`src/rtl/peripheral_mpram_pkg.sv`:
```
// Shared types and constants for the 16-bit RAM request/response master and its RAM model.
package peripheral_mpram_pkg;

  localparam int         DATA_W       = 16;
  localparam logic [1:0] RAM_WEN_NONE = 2'b11;

  typedef enum logic [1:0] {
    ST_IDLE,
    ST_ACCESS,
    ST_CAPTURE,
    ST_RESP
  } state_t;

endpackage

```
`src/rtl/peripheral_mpram_master.sv`:
```
// Single-outstanding request/response bridge onto a synchronous single-port RAM.
// Latency accept->rsp_valid: read 3, write 2, error/empty write 1; holds RESP until rsp_ready.
module peripheral_mpram_master
  import peripheral_mpram_pkg::*;
#(
  parameter int ADDR_MSB = 6,
  parameter int MEM_SIZE = 256
) (
  input  logic                mclk,
  input  logic                puc_rst,
  input  logic                req_valid,
  output logic                req_ready,
  input  logic                req_we,
  input  logic [1:0]          req_be,
  input  logic [ADDR_MSB+1:0] req_addr,
  input  logic [DATA_W-1:0]   req_wdata,
  output logic                rsp_valid,
  input  logic                rsp_ready,
  output logic [DATA_W-1:0]   rsp_rdata,
  output logic                rsp_err,
  output logic [ADDR_MSB:0]   ram_addr,
  output logic                ram_cen,
  output logic [1:0]          ram_wen,
  output logic [DATA_W-1:0]   ram_din,
  input  logic [DATA_W-1:0]   ram_dout
);

  localparam logic [ADDR_MSB+1:0] WORDS = (ADDR_MSB+2)'(MEM_SIZE / 2);

  state_t              state;
  logic [ADDR_MSB:0]   word;
  logic                out_of_range;
  logic                addr_lsb_unused;

  assign word            = req_addr[ADDR_MSB+1:1];
  assign addr_lsb_unused = req_addr[0];
  assign out_of_range    = {1'b0, word} >= WORDS;
  assign req_ready       = (state == ST_IDLE) & ~puc_rst;

  always_ff @(posedge mclk) begin
    if (puc_rst) begin
      state     <= ST_IDLE;
      ram_cen   <= 1'b1;
      ram_wen   <= RAM_WEN_NONE;
      ram_addr  <= '0;
      ram_din   <= '0;
      rsp_valid <= 1'b0;
      rsp_rdata <= '0;
      rsp_err   <= 1'b0;
    end else begin
      // RAM strobes are single-cycle pulses; address and data stay put so ram_dout is stable.
      ram_cen <= 1'b1;
      ram_wen <= RAM_WEN_NONE;
      case (state)
        ST_IDLE: begin
          if (req_valid) begin
            ram_addr  <= word;
            ram_din   <= req_wdata;
            ram_wen   <= req_we ? ~req_be : RAM_WEN_NONE;
            rsp_rdata <= '0;
            rsp_err   <= 1'b0;
            if (out_of_range) begin
              state     <= ST_RESP;
              rsp_valid <= 1'b1;
              rsp_err   <= 1'b1;
            end else if (req_we && req_be == 2'b00) begin
              state     <= ST_RESP;
              rsp_valid <= 1'b1;
            end else begin
              state   <= ST_ACCESS;
              ram_cen <= 1'b0;
            end
          end
        end
        ST_ACCESS: begin
          // A write reaching ACCESS always has at least one byte enabled.
          if (ram_wen != RAM_WEN_NONE) begin
            state     <= ST_RESP;
            rsp_valid <= 1'b1;
          end else begin
            state <= ST_CAPTURE;
          end
        end
        ST_CAPTURE: begin
          rsp_rdata <= ram_dout;
          rsp_valid <= 1'b1;
          state     <= ST_RESP;
        end
        ST_RESP: begin
          if (rsp_ready) begin
            rsp_valid <= 1'b0;
            state     <= ST_IDLE;
          end
        end
        default: state <= ST_IDLE;
      endcase
    end
  end

endmodule

```
`config.mk`:
```
export PLATFORM = sky130hd
export DESIGN_NAME = peripheral_mpram_master
export DESIGN_NICKNAME = d
export VERILOG_FILES = /design/src/rtl/peripheral_mpram_pkg.sv /design/src/rtl/peripheral_mpram_master.sv
export SDC_FILE = /design/constraint.sdc
export NUM_CORES = 1
export LEC_CHECK = 0
export CAP_MARGIN = 10
export CELL_PAD_IN_SITES_DETAIL_PLACEMENT = 0
export CELL_PAD_IN_SITES_GLOBAL_PLACEMENT = 1
export CORE_ASPECT_RATIO = 0.9
export CORE_MARGIN = 10
export CORE_UTILIZATION = 27
export CTS_CLUSTER_SIZE = 30
export DETAILED_ROUTE_END_ITERATION = 10
export PLACE_DENSITY = 0.8
export SYNTH_ARGS = -nofsm -noshare
export SYNTH_HDL_FRONTEND = slang
export SYNTH_SLANG_ARGS = --single-unit
```
`constraint.sdc`:
```
create_clock -name mclk -period 1.8 [get_ports mclk]
set_clock_uncertainty 0.1 [all_clocks]
set_input_delay 0.27 -clock mclk [delete_from_list [all_inputs] [get_ports mclk]]
set_output_delay 0.27 -clock mclk [all_outputs]
set_load 0.02 [all_outputs]
```
==> results.json, run 1 <==
{
  "status": "finished clean",
  "grt_pass1_wl_mm": 8.38,
  "first_pass_iters": 4,
  "root_buffer": "clkbuf_8",
  "final_nets": 341,
  "num_vias": 1688,
  "worst_pin_slew_ps": 529,
  "syn_inst": 195,
  "cp_slowest_cell": "clkdlybuf4s50_1",
  "setup_viol": 0,
  "ys_types": 28,
  "post-route-period-util_pct": 91.9,
  "finalHoldViolCount": 0,
  "clk_pin_slew_worst_paths_ps": 80,
  "syn_area_um2": 1740,
  "pwr-share-seq_pct": 35.6,
  "slew_headroom_pct": 64.0,
  "grt_pass1_vias": 1621,
  "drt_iter0_markers": 74,
  "synth-seq-cells": 45,
  "initial_core_util_pct": 28.2,
  "cp_slowest_stage_delay_ps": 620,
  "hpwl_mm": 3.93,
  "finalMaxSlewViolations": 0,
  "crit_arrival_ps": 1280,
  "cts.sink_count": 45,
  "layout-drive-gt1-share_pct": 9.34,
  "htree_levels": 2,
  "cts_buffers": 5,
  "switchingPower_w": 0.00128,
  "grt_start_max_net_pins": 44,
  "cts_hold_buf": 0,
  "setup_ws_ps": 146,
  "cts_setup_buffers": 0,
  "clock_path_buffers": 2,
  "synth-xor-area-share_pct": 0,
  "floorplan.core_area_um2": 6180,
  "ant_nets": 0,
  "cts_tree": "done",
  "crit_family": "buffers and inverters",
  "ioPinCount": 92,
  "fmax_mhz": 605,
  "cp-end-kind": "output pin",
  "ys_seq_area_share_pct": 51.6,
  "clock_latency_ps": 290,
  "worstHoldPathType": "reg2reg",
  "yosys.area_share.adder_pct": 3.59,
  "area_growth_pct": 62.6,
  "gp_congestion": 0.723,
  "fin_util_pct": 45.9,
  "synth_nets": 247,
  "crit_buf_inv": 1,
  "p_leak_nw": 1.06,
  "wl_per_cell_um": 14.4,
  "p_int_w": 0.00227,
  "track_usage_pct": 10.2,
  "die_area_um2": 10100,
  "pwr_density_cell_nw_per_um2": 1250,
  "crit_fanout": 3,
  "swShare_pct": 36.1,
  "grt-ovfl-total": 0,
  "drv_cap": 0,
  "combPwrFrac_pct": 46.8,
  "rows": 27,
  "synthSimpleGateAreaFrac_pct": 18.2,
  "synth_top_family_by_area": "simple AND/OR/NAND/NOR gates",
  "portBuffers": 89,
  "rsz0062_at_grt": "false",
  "path_class": "reg2out",
  "drc": 0,
  "period_needed_ps": 1650,
  "clkPwrFrac_pct": 17.6,
  "synth-compound-area-share_pct": 17.2,
  "synth_mux_area_share_pct": 2.01,
  "antenna_found_initial": 0,
  "fin_hold_ws_ps": 354,
  "avgSynthCellArea_um2": 8.94,
  "crit_required_ps": 1430,
  "yosys_warnings": 0,
  "die_width_um": 105,
  "setup_tns_ps": 0,
  "pre_cts_ws_ps": -159,
  "drt_wl_total_mm": 5.41,
  "ir_worst_vdd_mv": 0.450,
  "crit_chain": "clkdlybuf4s50_1",
  "diodes": 0,
  "startpoint_type": "flop",
  "via_per_inst": 4.49,
  "chipHeight_um": 96.3
}
==> cell usage after synthesis <==
cell type  count  area [um2]
nand2_1       50         188
or2_2          1        6.26
nand2b_1       1        6.26
a21oi_1       24         120
nand2b_2       1        8.76
nor2b_1        2        12.5
clkbuf_4       1        7.51
buf_6          5        56.3
a32oi_1       16         140
inv_1          3        11.3
clkbuf_1       7        26.3
buf_4          3        22.5
a211oi_1       1        7.51
nor2_1        17        63.8
and2_1         1        6.26
conb_1         1        3.75
and3_1         1        6.26
a31oi_1        1        6.26
ha_1           5        62.6
mux2i_2        1        13.8
a311oi_1       2        17.5
mux2i_1        1        10.0
dfxtp_1       45         901
mux2_2         1        11.3
nand3_1        1        5.00
nand3b_1       1        7.51
nor3b_1        1        7.51
o2111ai_1      1        8.76
==> flip-flops by register name, summed over array words and instances (netlist names) <==
name,flops
ram_din,16
rsp_rdata,16
ram_addr,7
ram_wen,2
state,2
ram_cen,1
rsp_valid,1
==> layout make-up <==
cell class | instances | area (um2)
clock buffers | 7 | 86.3
repair buffers | 103 | 991
well taps | 87 | 109
multi-input cells | 131 | 738
inverters | 3 | 11.3
fillers | 607 | 3350
flip-flops and latches | 45 | 901
==> metal layers <==
| metal | up-vias | share of wire, % | GRT usage, % |
|---|---|---|---|
| met1 | 765 | 44 | 12.6 |
| met5 | - | 0 | 0 |
| li1 | 846 | - | - |
| met4 | 0 | 0 | 2.40 |
| met3 | 0 | 14 | 6.61 |
| met2 | 77 | 42 | 14.5 |
==> power by group through the flow <==
stage	logic [W]	registers (W)	clock network [W]
finish	0.00166	0.00126	0.000625
detailed placement	0.00164	0.00128	0
global route	0.00181	0.00128	0.000703
floorplan	0.000788	0.00149	0
global placement	0.00163	0.00128	0
CTS	0.00168	0.00127	0.000660
==> cell families (layout without fill, tap and decap cells) <==
logic type | Yosys count | in the layout
AO/OA/AOI/OAI | 45 | 45
adder cells (fa/ha/maj) | 5 | 5
other | 1 | 1
AND/OR/NAND/NOR | 77 | 77
flip-flops | 45 | 45
buffers and inverters | 19 | 113
multiplexers | 3 | 3
==> worst register-to-register path, delay by kind of cell, from the launching register on <==
kind / cells / cell delay (ps)
simple gates: 1 / 120
mux: 1 / 500
buf+inv: 2 / 220
fa+ha+maj: 1 / 220
flops: 1 / 320
compound gates: 1 / 110
==> path summary, 6_finish.rpt <==
path	to	start	slack, ps	cells past startpoint
worst max-delay path	ram_wen[0]	ram_wen[0]	150	1
worst min register to register	ram_addr[2]	ram_addr[2]	350	2
worst max register to register	rsp_rdata[10]	state[0]	150	6
worst min-delay path	ram_addr[2]	ram_addr[2]	350	2
==> layout by cell type, fill, tap and decap left out, drive strengths merged <==
cell / count
buf: 15
inv: 3
and3: 1
a311oi: 2
dfxtp: 45
and2: 1
a211oi: 1
a32oi: 16
nor2b: 2
a21oi: 24
nand3: 1
ha: 5
nor2: 17
mux2i: 2
conb: 1
or2: 1
a31oi: 1
nand2b: 2
nand2: 50
nand3b: 1
clkbuf: 7
o2111ai: 1
clkdlybuf4s50: 88
nor3b: 1
mux2: 1
==> what timing repair did <==
item / CTS / global route
gates resized for setup: 6 / 2
gates cloned: 0 / 0
pin swaps: 0 / 0
endpoints found under the setup margin: 17 / 7
==> stage by stage <==
stage,cells,instance area (um2),power [W]
detailed placement,369,2740,0.00293
CTS,376,2840,0.00361
global route,376,2840,0.00380
floorplan,195,1740,0.00228
finish,376,2840,0.00355
global placement,369,2740,0.00291
Power figures use the tool's default switching activity.
==> run 2: changes to the inputs <==
- ABC_AREA: default -> 1
- CORE_UTILIZATION: 27 -> 26
- CTS_CLUSTER_DIAMETER: default -> 30
- RECOVER_POWER: default -> 50
==> run 2 against run 1 <==
  * Clock power rose by 24%
  * First-iteration DRC count is 74% lower
  * Power grew 3.1%
  * Sequential share of layout area shrank 0.44 points
  * Sequential power grew 3%
  * Combinational power down 5%
  * Synthesized cell count grew 13%
  * Utilization shrank 1.7 points
  * Non-clock buffer count shrank 5
  * Maximum frequency shrank 2.6%
==> results.json, run 2 <==
{
  "final_cell_mix": "nor2_1 (54), clkdlybuf4s50_1 (49), dfxtp_1 (45)",
  "grt_start_max_net_pins": 26,
  "crit_required_ps": 1430,
  "ys_seq_area_share_pct": 52.1,
  "root_buffer": "clkbuf_8",
  "first_pass_iters": 4,
  "synth_edf_count": 0,
  "startpoint_type": "flop",
  "cts_tree": "done",
  "ant_nets": 0,
  "drt-met1-wl_mm": 2.49,
  "final_nets": 367,
  "die_area_um2": 10300,
  "async_flop_share_pct": 0,
  "fmax_mhz": 589,
  "crit_fanout": 2,
  "drt_wl_total_mm": 5.23,
  "r2r_cells": 6,
  "synth-xor-area-share_pct": 0,
  "grt-ovfl-total": 0,
  "synth_mux_area_share_pct": 0,
  "layout_commonest_cell": "nor2_1",
  "yosys.area.top_type": "dfxtp_1",
  "cp_slowest_cell": "dlygate4sd3_1",
  "area_growth_pct": 66.4,
  "setup_viol": 0,
  "syn_area_um2": 1730,
  "synth_common_cells": "nor2_1 (54), dfxtp_1 (45), nand2_1 (40)",
  "crit_chain": "dlygate4sd3_1",
  "dp_cells": 398,
  "clock_latency_ps": 290,
  "synth_top_flop_cell": "dfxtp_1",
  "rsz0062_at_grt": "false",
  "fin_cells": 406,
  "synth_top_area_share_pct": 52.1,
  "floorplan.core_area_um2": 6520,
  "fin_hold_ws_ps": 359,
  "yosys_warnings": 0,
  "synthTopCellsByArea": "dfxtp_1 (52%), nor2_1 (12%), nand2_1 (8.7%)",
  "ioPinCount": 92,
  "wl_met2_mm": 2.13,
  "synth-seq-cells": 45,
  "track_usage_pct": 9.90,
  "min_path_cells": 2,
  "yosys.area_share.adder_pct": 3.62,
  "pre_cts_ws_ps": -61.7,
  "grt_pass1_vias": 1721,
  "via_per_inst": 4.16,
  "synth_top_family_by_area": "simple AND/OR/NAND/NOR gates",
  "status": "finished clean",
  "drv_cap": 0,
  "cp.depth": 1,
  "highest_layer": "met4",
  "clk_pin_slew_worst_paths_ps": 80,
  "drt_iter0_markers": 19,
  "grt_pass1_wl_mm": 8.45,
  "pwr_density_cell_nw_per_um2": 1270,
  "synth-compound-area-share_pct": 14.2,
  "crit_buf_inv": 1,
  "antenna_found_initial": 0,
  "ys_types": 20,
  "worstHoldPathType": "reg2reg",
  "crit_family": "buffers and inverters",
  "setup_ws_ps": 102,
  "hpwl_mm": 3.91,
  "portBuffers": 89,
  "synthSimpleGateAreaFrac_pct": 23.1,
  "cp_slowest_stage_delay_ps": 710,
  "cts_buffers": 5,
  "syn_inst": 221,
  "drc": 0,
  "post-route-period-util_pct": 94.3,
  "chipHeight_um": 97.4,
  "cp-end-kind": "output pin",
  "crit_arrival_ps": 1330,
  "finalHoldViolCount": 0,
  "initial_core_util_pct": 26.5,
  "reg2reg_slack_ps": 200,
  "wl_per_cell_um": 12.9,
  "num_vias": 1690,
  "clock_path_buffers": 2,
  "reg_top3": "ram_din: 16 flops, rsp_rdata: 16 flops, ram_addr: 7 flops",
  "met3_wirelength_um": 564,
  "diodes": 0,
  "htree_levels": 2,
  "die_width_um": 106,
  "ir_worst_vdd_mv": 0.557,
  "synth_nets": 273,
  "setup_tns_ps": 0,
  "layout-drive-gt1-share_pct": 7.28,
  "rows": 28,
  "finalMaxSlewViolations": 0,
  "synthMostInstantiatedCell": "nor2_1",
  "gp_congestion": 0.752,
  "p_leak_nw": 1.22,
  "period_needed_ps": 1700,
  "cts.sink_count": 45,
  "path_class": "reg2out",
  "avgSynthCellArea_um2": 7.82
}
## run 2: cell types whose count changed after synthesis, moves of 5 or more
cell     delta
a21oi_1     -5
nand2_1    -10
a32oi_1    -16
o21ai_0    +26
inv_1       +7
nor2_1     +37
## run 2: layer usage
layer  global-route usage [%]  up-vias
met5                        0        -
met2                     15.0       67
li1                         -      882
met1                     11.9      736
met4                     2.50        0
met3                     5.37        5
## run 2: power breakdown
part           internal, W  switching [W]
combinational     0.000675       0.000907
sequential         0.00120      0.0000970
clock             0.000453       0.000325
total              0.00233        0.00133
## run 2: cell families (layout without fill, tap and decap cells)
family | count (synthesis) | count (layout)
other | 1 | 1
AO/OA/AOI/OAI | 47 | 47
flip-flops | 45 | 45
AND/OR/NAND/NOR | 101 | 101
adder cells (fa/ha/maj) | 5 | 5
buffers and inverters | 22 | 117
## run 2: cell type report
cell class | count | area (um2)
clock buffer | 7 | 86.3
clock inverter | 1 | 30.0
fill | 676 | 3640
inverter | 11 | 41.3
multi-input combinational | 154 | 727
sequential | 45 | 901
tap | 90 | 113
timing repair buffer | 98 | 978
## run 2: repair_timing
action / 4_1_cts / 5_1_grt
buffers inserted: 0 / 0
setup endpoints to repair: 3 / 24
hold endpoints to repair: 0 / 0
hold buffers: 0 / 0
resized for setup: 2 / 3
## run 2: path summary, 6_finish.rpt
path                                   start       endpoint
worst max register to register      state[1]  rsp_rdata[13]
worst min register to register  rsp_rdata[8]   rsp_rdata[8]
worst max-delay path               rsp_valid      rsp_valid
worst min-delay path            rsp_rdata[8]   rsp_rdata[8]
## run 2: metrics by stage
step / power (W) / utilization [%] / area (um2)
floorplan: 0.00226 / - / 1730
global placement: 0.00295 / 42.2 / 2750
detailed placement: 0.00297 / 42.2 / 2750
CTS: 0.00378 / 44.1 / 2870
global route: 0.00393 / 44.1 / 2880
finish: 0.00366 / 44.1 / 2880
## run 2: tightest hold or removal path, stage by stage, from the launching register on
cell	delay, ps
dfxtp_1	310
nand2_1	60
a21oi_1	50
